$ cat src/rtl/router_fsm.sv
// Packet-level control FSM for the 1x3 router: decodes the header address,
// sequences header/payload/parity/full-stall phases, drives the register
// block's load strobes and FIFO write request, and stalls the source via busy.
module router_fsm (
  input  logic       clk,
  input  logic       rst,
  input  logic       pkt_valid,
  input  logic [1:0] data_in,
  input  logic       fifo_full,
  input  logic       fifo_empty0,
  input  logic       fifo_empty1,
  input  logic       fifo_empty2,
  input  logic       soft_rst0,
  input  logic       soft_rst1,
  input  logic       soft_rst2,
  input  logic       parity_done,
  input  logic       low_pkt_valid,
  output logic       detect_add,
  output logic       lfd_state,
  output logic       ld_state,
  output logic       laf_state,
  output logic       full_state,
  output logic       write_en_reg,
  output logic       rst_int_reg,
  output logic       busy
);

  typedef enum logic [2:0] {
    DECODE_ADDRESS     = 3'd0,
    LOAD_FIRST_DATA    = 3'd1,
    LOAD_DATA          = 3'd2,
    LOAD_PARITY        = 3'd3,
    FIFO_FULL_STATE    = 3'd4,
    LOAD_AFTER_FULL    = 3'd5,
    WAIT_TILL_EMPTY    = 3'd6,
    CHECK_PARITY_ERROR = 3'd7
  } state_t;

  state_t     state_q;
  state_t     state_d;
  logic [1:0] addr_q;
  logic [1:0] sel_addr;
  logic       empty_sel;
  logic       soft_sel;

  // Pick one of the three per-port flags; address 3 has no port and reads 0.
  function automatic logic pick_port(input logic [1:0] a,
                                     input logic       p0,
                                     input logic       p1,
                                     input logic       p2);
    logic r;
    case (a)
      2'd0:    r = p0;
      2'd1:    r = p1;
      2'd2:    r = p2;
      default: r = 1'b0;
    endcase
    return r;
  endfunction

  // While decoding, the header is on data_in; afterwards the latched address rules.
  always_comb begin
    sel_addr  = (state_q == DECODE_ADDRESS) ? data_in : addr_q;
    empty_sel = pick_port(sel_addr, fifo_empty0, fifo_empty1, fifo_empty2);
    soft_sel  = pick_port(addr_q, soft_rst0, soft_rst1, soft_rst2);
  end

  // State register.
  always_ff @(posedge clk or negedge rst) begin
    if (!rst) state_q <= DECODE_ADDRESS;
    else      state_q <= state_d;
  end

  // Destination address captured with the header and held for the packet.
  always_ff @(posedge clk or negedge rst) begin
    if (!rst)                                          addr_q <= 2'b00;
    else if (state_q == DECODE_ADDRESS && pkt_valid)   addr_q <= data_in;
  end

  // Next-state logic; a soft reset on the addressed port aborts the packet.
  always_comb begin
    state_d = state_q;
    if (state_q != DECODE_ADDRESS && soft_sel) begin
      state_d = DECODE_ADDRESS;
    end else begin
      case (state_q)
        DECODE_ADDRESS: begin
          if (pkt_valid && data_in != 2'd3)
            state_d = empty_sel ? LOAD_FIRST_DATA : WAIT_TILL_EMPTY;
        end
        LOAD_FIRST_DATA: state_d = LOAD_DATA;
        LOAD_DATA: begin
          if (fifo_full)       state_d = FIFO_FULL_STATE;
          else if (!pkt_valid) state_d = LOAD_PARITY;
        end
        FIFO_FULL_STATE: begin
          if (!fifo_full) state_d = LOAD_AFTER_FULL;
        end
        LOAD_AFTER_FULL: begin
          if (parity_done)        state_d = DECODE_ADDRESS;
          else if (low_pkt_valid) state_d = LOAD_PARITY;
          else                    state_d = LOAD_DATA;
        end
        LOAD_PARITY: state_d = CHECK_PARITY_ERROR;
        CHECK_PARITY_ERROR: begin
          state_d = fifo_full ? FIFO_FULL_STATE : DECODE_ADDRESS;
        end
        WAIT_TILL_EMPTY: begin
          if (empty_sel) state_d = LOAD_FIRST_DATA;
        end
        default: state_d = DECODE_ADDRESS;
      endcase
    end
  end

  // Moore outputs decoded purely from the registered state.
  always_comb begin
    detect_add   = (state_q == DECODE_ADDRESS);
    lfd_state    = (state_q == LOAD_FIRST_DATA);
    ld_state     = (state_q == LOAD_DATA);
    laf_state    = (state_q == LOAD_AFTER_FULL);
    full_state   = (state_q == FIFO_FULL_STATE);
    rst_int_reg  = (state_q == CHECK_PARITY_ERROR);
    write_en_reg = (state_q == LOAD_DATA) || (state_q == LOAD_PARITY) ||
                   (state_q == LOAD_AFTER_FULL);
    busy         = !((state_q == DECODE_ADDRESS) || (state_q == LOAD_DATA));
  end

endmodule

$ cat config.mk
export PLATFORM = sky130hd
export DESIGN_NAME = router_fsm
export DESIGN_NICKNAME = d
export VERILOG_FILES = /design/src/rtl/router_fsm.sv
export SDC_FILE = /design/constraint.sdc
export NUM_CORES = 1
export LEC_CHECK = 0
export BUFFER_PORTS_ARGS = -buffer_cell sky130_fd_sc_hd__buf_2
export CAP_MARGIN = 20
export CELL_PAD_IN_SITES_DETAIL_PLACEMENT = 1
export CELL_PAD_IN_SITES_GLOBAL_PLACEMENT = 2
export CORE_ASPECT_RATIO = 1.5
export CORE_MARGIN = 8
export CORE_UTILIZATION = 23
export DETAILED_ROUTE_END_ITERATION = 10
export GPL_ROUTABILITY_DRIVEN = 0
export HOLD_SLACK_MARGIN = 0.08
export PLACE_DENSITY_LB_ADDON = 0.1
export SYNTH_ARGS = -nofsm -noshare
export SYNTH_HDL_FRONTEND = slang
export SYNTH_SLANG_ARGS = --single-unit
$ cat constraint.sdc
create_clock -name clk -period 1.7 [get_ports clk]
set_input_delay 0.425 -clock clk [delete_from_list [all_inputs] [get_ports clk]]
set_output_delay 0.425 -clock clk [all_outputs]
set_load 0.05 [all_outputs]
* After elaboration in Yosys (flattened, before gate mapping)
Index checks and enable logic that the tools add are counted.
W data, S select, Z words.
** Storage, ports and cells
- Bits in registers :: 5
- Bits of input ports :: 14
** Operators by class
- Equality and inequality tests :: 16
- Multiplexer cells :: 14
- Reductions and logical operators :: 12
** Operators with widths (number)
- $mux W3 :: 8
- $pmux W3 S8 :: 1
- $eq A3 B3 Y1 const B :: 4
- $eq A3 B2 Y1 const B :: 2
- $pmux W1 S3 :: 2
- $eq A2 B1 Y1 const B :: 2
- $eq A2 B2 Y1 const B :: 2
- $logic_not A2 Y1 :: 2
- $mux W2 :: 2
- $ne A4 B3 Y1 const B :: 1
- $reduce_and A4 Y1 :: 1
- $eq A3 B1 Y1 const B :: 1
- $logic_and A1 B1 Y1 :: 3
- $logic_not A3 Y1 :: 1
- $logic_or A1 B1 Y1 :: 3
- $ne A3 B1 Y1 const B :: 1
- $ne A3 B2 Y1 const B :: 1
- $ne A3 B3 Y1 const B :: 1
- $reduce_bool A3 Y1 :: 1
- $ne A2 B2 Y1 const B :: 1
- $logic_not A1 Y1 :: 1
- $mux W1 :: 1

* Logic depth before layout (Yosys ltp)
Gate-level depths: netlist (run 1).
- Word-level depth :: 8
- Mapped depth :: 6
- Gate-level depth less buffers :: 6

* Worst setup path before layout (run 1)
OpenSTA, ideal clock, no wires.
- Kind :: reg-to-reg
- Start point :: register state_q[0]
- End point :: register state_q[2]
- Data arrival time :: 2.080 ns
- Stages on the path, launching flop included :: 6
- Path slack :: -0.446 ns
- Buffers on the path :: 1
- Setup time :: 0.065 ns
- Cell sequence :: dfrtp_1 clkbuf_1 nor3_1 a21oi_1 o21ai_0 mux2_1
** RTL lines
- start: declaration :: RTL line 39 : state_t state_q;
- start signal: assignment :: RTL line 71 : else state_q <= state_d;
- $eq A3 B3 Y1 *
- via full_state :: RTL line 22 : output logic full_state,
- $pmux W3 S8 or $ne A3 B2 Y1 (tied branches)
- $mux W3 or $reduce_and A4 Y1 (tied branches)
Mark *: on every way through the listed nets, which the timed path passes. The rest lies on a longest branch. The select of a mux whose other input is x is not followed.
A chain may end at the register's enable or synchronous reset.

* Final worst setup path (run 1)
- Start point :: register state_q[1]
- End point :: output write_en_reg
** On the way
- Cells in the longest elaborated chain, start to end :: 3
** RTL lines
- $eq A3 B2 Y1 :: RTL line 124 : write_en_reg = (state_q == LOAD_DATA) || (state_q == LOAD_PARITY) ||
- $logic_or A1 B1 Y1 :: RTL line 124
- $logic_or A1 B1 Y1 * :: RTL line 124
- end: declaration :: RTL line 23 : output logic write_en_reg,
Every way passes the cells marked *; elsewhere a longest branch is shown, timed or not.

==> run summary, run 1 <==
Synth Flop Type: dfrtp_1
Slew Viols, Final: 0
Clock sink count: 5
Synth cell count leaders: a21oi_1 (5), dfrtp_1 (5), o21ai_0 (5)
Layout Nets: 117
Tcrit/Tclk final: 1.06
Worst path top cell family by delay: simple AND/OR/NAND/NOR gates
Critical path data arrival time: 1.37 ns
Cells after synthesis: 63
Ranking of synthesized cells by area: dfrtp_1 (23%), mux2i_1 (5.6%), a21oi_1 (4.7%)
Clock Skew: 0.00261 ns
Rows: 21
Critical path required time: 1.27 ns
Cell-internal power: 0.988 mW
Slew headroom: 0.803
Initial antenna violation count: 0
Initial detailed-routing violation count: 4
Final setup viols: 5
Routed Antenna Nets: 0
Failing checks: negative setup slack
Yosys reg bits: 5
Net switching power: 0.915 mW
Drt via density: 4.85
Layout area overhead: 73.6%
Logic pwr share: 0.798
WL met2: 987 um
Root Driver: clkbuf_4
Max stage delay on crit path: 0.40 ns
Fraction of registers with async set/reset: 1.00
Diode count: 0
Wirelength per Cell: 13.9 um
Vias: 606
Sequential fraction of the synthesis area: 0.234
# fillers: 270
IO Count: 22
First-pass GRT wire length: 2.93 mm
Post-synthesis cell type count: 35
Core footprint: 2230 sq um
PwrDens: 2050 nW/um^2
Sequential Power Share: 0.132
Clock network fraction of design power: 0.070
Crit path buf inv count: 2
Chip width: 55.4 um
Post-Place Cells: 117
Hold slack: 0.532 ns
Max_cap viols: 0
Met1 wire length: 626 um
Final worst setup slack: -0.0940 ns
Syn_nets: 77
Number of port buffers: 21
Largest net degree at the start of global routing: 12
Clock buffer count from CTS: 3
HP Class: input pin to register
CP max FO: 4
Die area: 4160 sq um
Status: complete, but fails checks
Global route overflow: 0
Mean Syn Cell Area: 8.50 sq um
Worst Setup Start Kind: register
Yosys top cell by area: dfrtp_1
Post-Layout Cell Count: 125
Peak VDD IR: 0.954 mV
Syn. warnings: 0
DRC: 0
Clock transition at path regs: 0.04 ns
Hpwl dp: 1.43 mm
Measured slew at the worst slew-check pin: 0.296 ns
Cell area after synthesis: 536 sq um
Leakage: 0.439 nW
Worst setup path category: register to output pin
CTS Buffer Depth: 2
Min Tclk post-route: 1.79 ns
Pwr Total: 1.90 mW
Multi-input logic area: 439 sq um
Post-Route WL: 1.74 mm
Final Hold Viols: 0
Initial Utilization: 0.240
Peak Freq: 0.557 GHz
Crit-path cells: buf_6 -> and2b_1 -> and2_4 -> nand2b_4 -> buf_8
Register area: 126 sq um
Layout cells sized above 1: 0.627
Number of global-route vias before repair: 670
Max layer used: met4
Crit end category: output pin
H-Tree Depth: 1
Gr usage total: 0.0869
Switch share: 0.481
CP max stage cell: dfrtp_1
EDFF count, synth: 0
Finished Core Util: 0.416
Met3 wire length: 112 um
Initial DRT Pass Iterations: 4
Yosys top cell area share: 0.234
Clk_lat worst skew: 0.24 ns
CTS tree: built
RSZ-0062 raised after global routing: yes
Die Y: 75.1 um
## cell type report
| class | instances | share of cell area |
|---|---|---|
| clock buffers | 4 | 0.0283 |
| repair buffers | 38 | 0.314 |
| well taps | 23 | 0.0310 |
| multi-input cells | 53 | 0.472 |
| inverters | 2 | 0.0188 |
| flip-flops and latches | 5 | 0.136 |
## routing by layer
metal / up-vias / GRT usage
met2: 17 / 0.170
met3: 2 / 0.0388
met4: 0 / 0.0247
met5: - / 0
li1: 307 / -
met1: 280 / 0.0788
## cell families after synthesis
family | after synthesis | share of synthesized area
AOI/OAI and AO/OA | 17 | 0.208
adders and majority gates | 1 | 0.0210
buffers and inverters | 5 | 0.0537
DFF | 5 | 0.234
muxes | 7 | 0.140
and+or+nand+nor | 28 | 0.343
## power groups by stage
stage                     Sequential [mW]  Combinational (mW)  Clock [mW]
after global routing                0.262                1.64       0.145
after floorplan                     0.228               0.868           0
after detailed placement            0.249                1.21           0
after global placement              0.249                1.21           0
final                               0.252                1.52       0.132
after CTS                           0.247                1.47       0.138
## stage by stage
stage / setup TNS (ns) / instance area (sq um) / worst slack, ns
3_5_place_dp: -0.0840 / 763 / -0.0796
4_1_cts: -0.214 / 898 / -0.0794
3_3_place_gp: -0.129 / 763 / -0.107
5_1_grt: -0.729 / 930 / -0.159
6_report: -0.229 / 930 / -0.0940
2_1_floorplan: -0.0459 / 548 / -0.0283
## sequential cells by signal (all words and copies together), names as in the netlist
| signal | count |
|---|---|
| state_q | 3 |
| addr_q | 2 |
## placed cells by master (no fill, tap or decap), types with 2 or more instances in the layout
cell type | Yosys | layout
buf_2 | 1 | 15
buf_4 | 1 | 13
buf_6 | 0 | 7
o21ai_0 | 5 | 5
a21oi_1 | 5 | 5
dfrtp_1 | 5 | 4
mux2i_1 | 3 | 3
nand3b_1 | 3 | 3
nand2_1 | 4 | 3
clkbuf_4 | 0 | 3
and2_4 | 0 | 2
nor3_2 | 2 | 2
and3_1 | 2 | 2
a211oi_2 | 1 | 2
mux2_2 | 2 | 2
buf_8 | 0 | 2
## path summary, 6_finish.rpt
path,start,to,slack (ns),cells past startpoint
min in group asynchronous,rst,state_q[0],0.55,2
worst min-delay path,data_in[0],addr_q[0],0.53,2
worst min register to register,addr_q[1],addr_q[1],0.64,1
max in group asynchronous,rst,state_q[2],1.00,2
worst max-delay path,state_q[1],write_en_reg,-0.09,5
worst max register to register,state_q[1],state_q[2],-0.01,7
## what timing repair did
action / 4_1_cts / 5_1_grt
buffers inserted: 2 / 1
pin swaps: 2 / 6
hold buffers: 1 / 0
hold endpoints to repair: 5 / 0
setup endpoints to repair: 9 / 9
gates resized for setup: 23 / 7
(Power assumes the default switching activity.)
==> inputs of run 2 (changes only) <==
--- a/config.mk
+++ b/config.mk
@@ -15,6 +15,7 @@
 export DETAILED_ROUTE_END_ITERATION = 10
 export GPL_ROUTABILITY_DRIVEN = 0
 export HOLD_SLACK_MARGIN = 0.08
+export MAX_ROUTING_LAYER = met4
 export PLACE_DENSITY_LB_ADDON = 0.1
 export SYNTH_ARGS = -nofsm -noshare
 export SYNTH_HDL_FRONTEND = slang
==> run 2 against run 1 <==
Effect of this change: the run still ends with negative setup slack left; worst setup slack hardly changed; routed wire length stayed put; clock skew stayed put; fmax hardly changed; clock-buffer cell count stayed put; sequential power hardly changed; sequential share of layout area stayed put; die area stayed put; cell count stayed put; largest cell class unchanged.
==> run summary, run 2 (synthesis results as in run 1) <==
Slew Viols, Final: 0 (unchanged)
Measured slew at the worst slew-check pin: 0.296 ns (+0.000000477 ns)
Max stage delay on crit path: 0.40 ns (about the same)
Clock buffer count from CTS: 3 (unchanged)
Crit-path cells: buf_6 -> and2b_1 -> and2_4 -> nand2b_4 -> buf_8
Initial antenna violation count: 0 (unchanged)
Gr usage total: 0.0893 (+0.00245)
Initial Utilization: 0.240 (unchanged)
Max reg flops: 3 (unchanged)
Wirelength per Cell: 13.9 um (unchanged)
Leakage: 0.439 nW (unchanged)
Critical path required time: 1.27 ns (about the same)
Reg with most FFs: state_q
Peak VDD IR: 0.954 mV (unchanged)
CP max FO: 4 (unchanged)
Final worst setup slack: -0.0940 ns (+0.00000240 ns)
Hold Path Depth: 2 (unchanged)
Drt via density: 4.85 (unchanged)
Tcrit/Tclk final: 1.06 (about the same)
Final setup viols: 5 (unchanged)
Critical path data arrival time: 1.37 ns (about the same)
Root Driver: clkbuf_4
HP Start: data_in[0]
Layout cells sized above 1: 0.627 (unchanged)
Number of global-route vias before repair: 673 (+0.45%)
Layout Nets: 117 (unchanged)
Commonest cells after routing, fill and taps aside: buf_2 (15), buf_4 (13), buf_6 (7), o21ai_0 (5), a21oi_1 (5)
Chip width: 55.4 um (unchanged)
Initial DRT Pass Iterations: 4 (unchanged)
HP Class: input pin to register
CTS Buffer Depth: 2 (unchanged)
Hold slack: 0.533 ns (+0.000210 ns)
Global route overflow: 0 (unchanged)
Post-Route WL: 1.74 mm (unchanged)
Biggest regs: state_q (3), addr_q (2)
PwrDens: 2050 nW/um^2 (unchanged)
RR Startpoint: state_q[1]
Worst setup path category: register to output pin
Number of port buffers: 21 (unchanged)
Final Hold Viols: 0 (unchanged)
Hpwl dp: 1.43 mm (unchanged)
H-Tree Depth: 1 (unchanged)
Status: complete, but fails checks
Multi-input logic area: 439 sq um (unchanged)
Largest net degree at the start of global routing: 12 (unchanged)
Die Y: 75.1 um (unchanged)
R2R depth: 7 (unchanged)
DRC: 0 (unchanged)
Core footprint: 2230 sq um (unchanged)
Clk_lat worst skew: 0.24 ns (about the same)
Failing checks: negative setup slack
Peak Freq: 0.557 GHz (about the same)
Most common cell after layout, fill and taps aside: buf_2
Min Tclk post-route: 1.79 ns (-0.00000240 ns)
Rows: 21 (unchanged)
Layout area overhead: 73.6% (unchanged)
RSZ-0062 raised after global routing: yes
Max_cap viols: 0 (unchanged)
Clock Skew: 0.00261 ns (unchanged)
CTS tree: built
Clock sink count: 5 (unchanged)
Initial detailed-routing violation count: 4 (unchanged)
GR Layer Usage met2: 0.170 (unchanged)
CP startpoint: state_q[1]
# fillers: 270 (unchanged)
Grt met1 use: 0.0797 (+0.000961)
GR peak layer: met2
Vias: 606 (unchanged)
GR Layer Usage met3: 0.0371 (-0.00169)
CP max stage cell: dfrtp_1
Routed Antenna Nets: 0 (unchanged)
Clock transition at path regs: 0.04 ns (about the same)
Register area: 126 sq um (unchanged)
Die area: 4160 sq um (unchanged)
Slew headroom: 0.803 (about the same)
First-pass GRT wire length: 2.93 mm (unchanged)
Diode count: 0 (unchanged)
IO Count: 22 (unchanged)
R2R setup slack: -0.01 ns (about the same)
Worst Setup Start Kind: register
Pwr Total: 1.90 mW (unchanged)
Crit end category: output pin
## run 2: cell counts in the layout (fill, tap and decap cells not counted)
No cell type changed its count.
## run 2: metrics by stage
stage / setup slack [ns] / utilization / TNS [ns] / instances / cell area [sq um]
2_1_floorplan: -0.0283 / - / -0.0459 / 63 / 548
3_3_place_gp: -0.107 / 0.342 / -0.129 / 117 / 763
3_5_place_dp: -0.0796 / 0.342 / -0.0840 / 117 / 763
4_1_cts: -0.0794 / 0.402 / -0.214 / 124 / 898
5_1_grt: -0.159 / 0.416 / -0.729 / 125 / 930
6_report: -0.0940 / 0.416 / -0.229 / 125 / 930
## run 2: path summary, 6_finish.rpt
| path | to |
|---|---|
| max in group asynchronous | state_q[2] |
| min reg2reg | addr_q[1] |
| max reg2reg | state_q[2] |
| max | write_en_reg |
| min | addr_q[0] |
| min in group asynchronous | state_q[0] |
## run 2: final cells by class
class / instances / area share
clock buffer: 4 / 0.0283
timing repair buffer: 38 / 0.314
tap: 23 / 0.0310
multi-input combinational: 53 / 0.472
inverter: 2 / 0.0188
sequential: 5 / 0.136
## run 2: power breakdown
| part | leakage, nW | switching [mW] | internal [mW] |
|---|---|---|---|
| Combinational | 0.364 | 0.799 | 0.719 |
| Sequential | 0.0605 | 0.0720 | 0.180 |
| Clock | 0.0150 | 0.0439 | 0.0884 |
| Total | 0.439 | 0.915 | 0.988 |
## run 2: timing repair
item,CTS,global route
setup endpoints to repair,9,9
resized for setup,23,7
hold buffers,1,0
pin swaps,2,6
endpoints found under the hold margin,5,0
setup buffers,2,1
## run 2: worst max-delay path: cells and delay by family, from the launching register on
family / cells / cell delay [ns]
flops: 1 / 0.40
simple gates: 3 / 0.47
buf+inv: 2 / 0.27
## run 2: routing by layer
metal	part of all wire	up-vias
met5	0	-
met4	0.0069	0
met3	0.059	2
met2	0.57	17
met1	0.37	280
li1	-	307
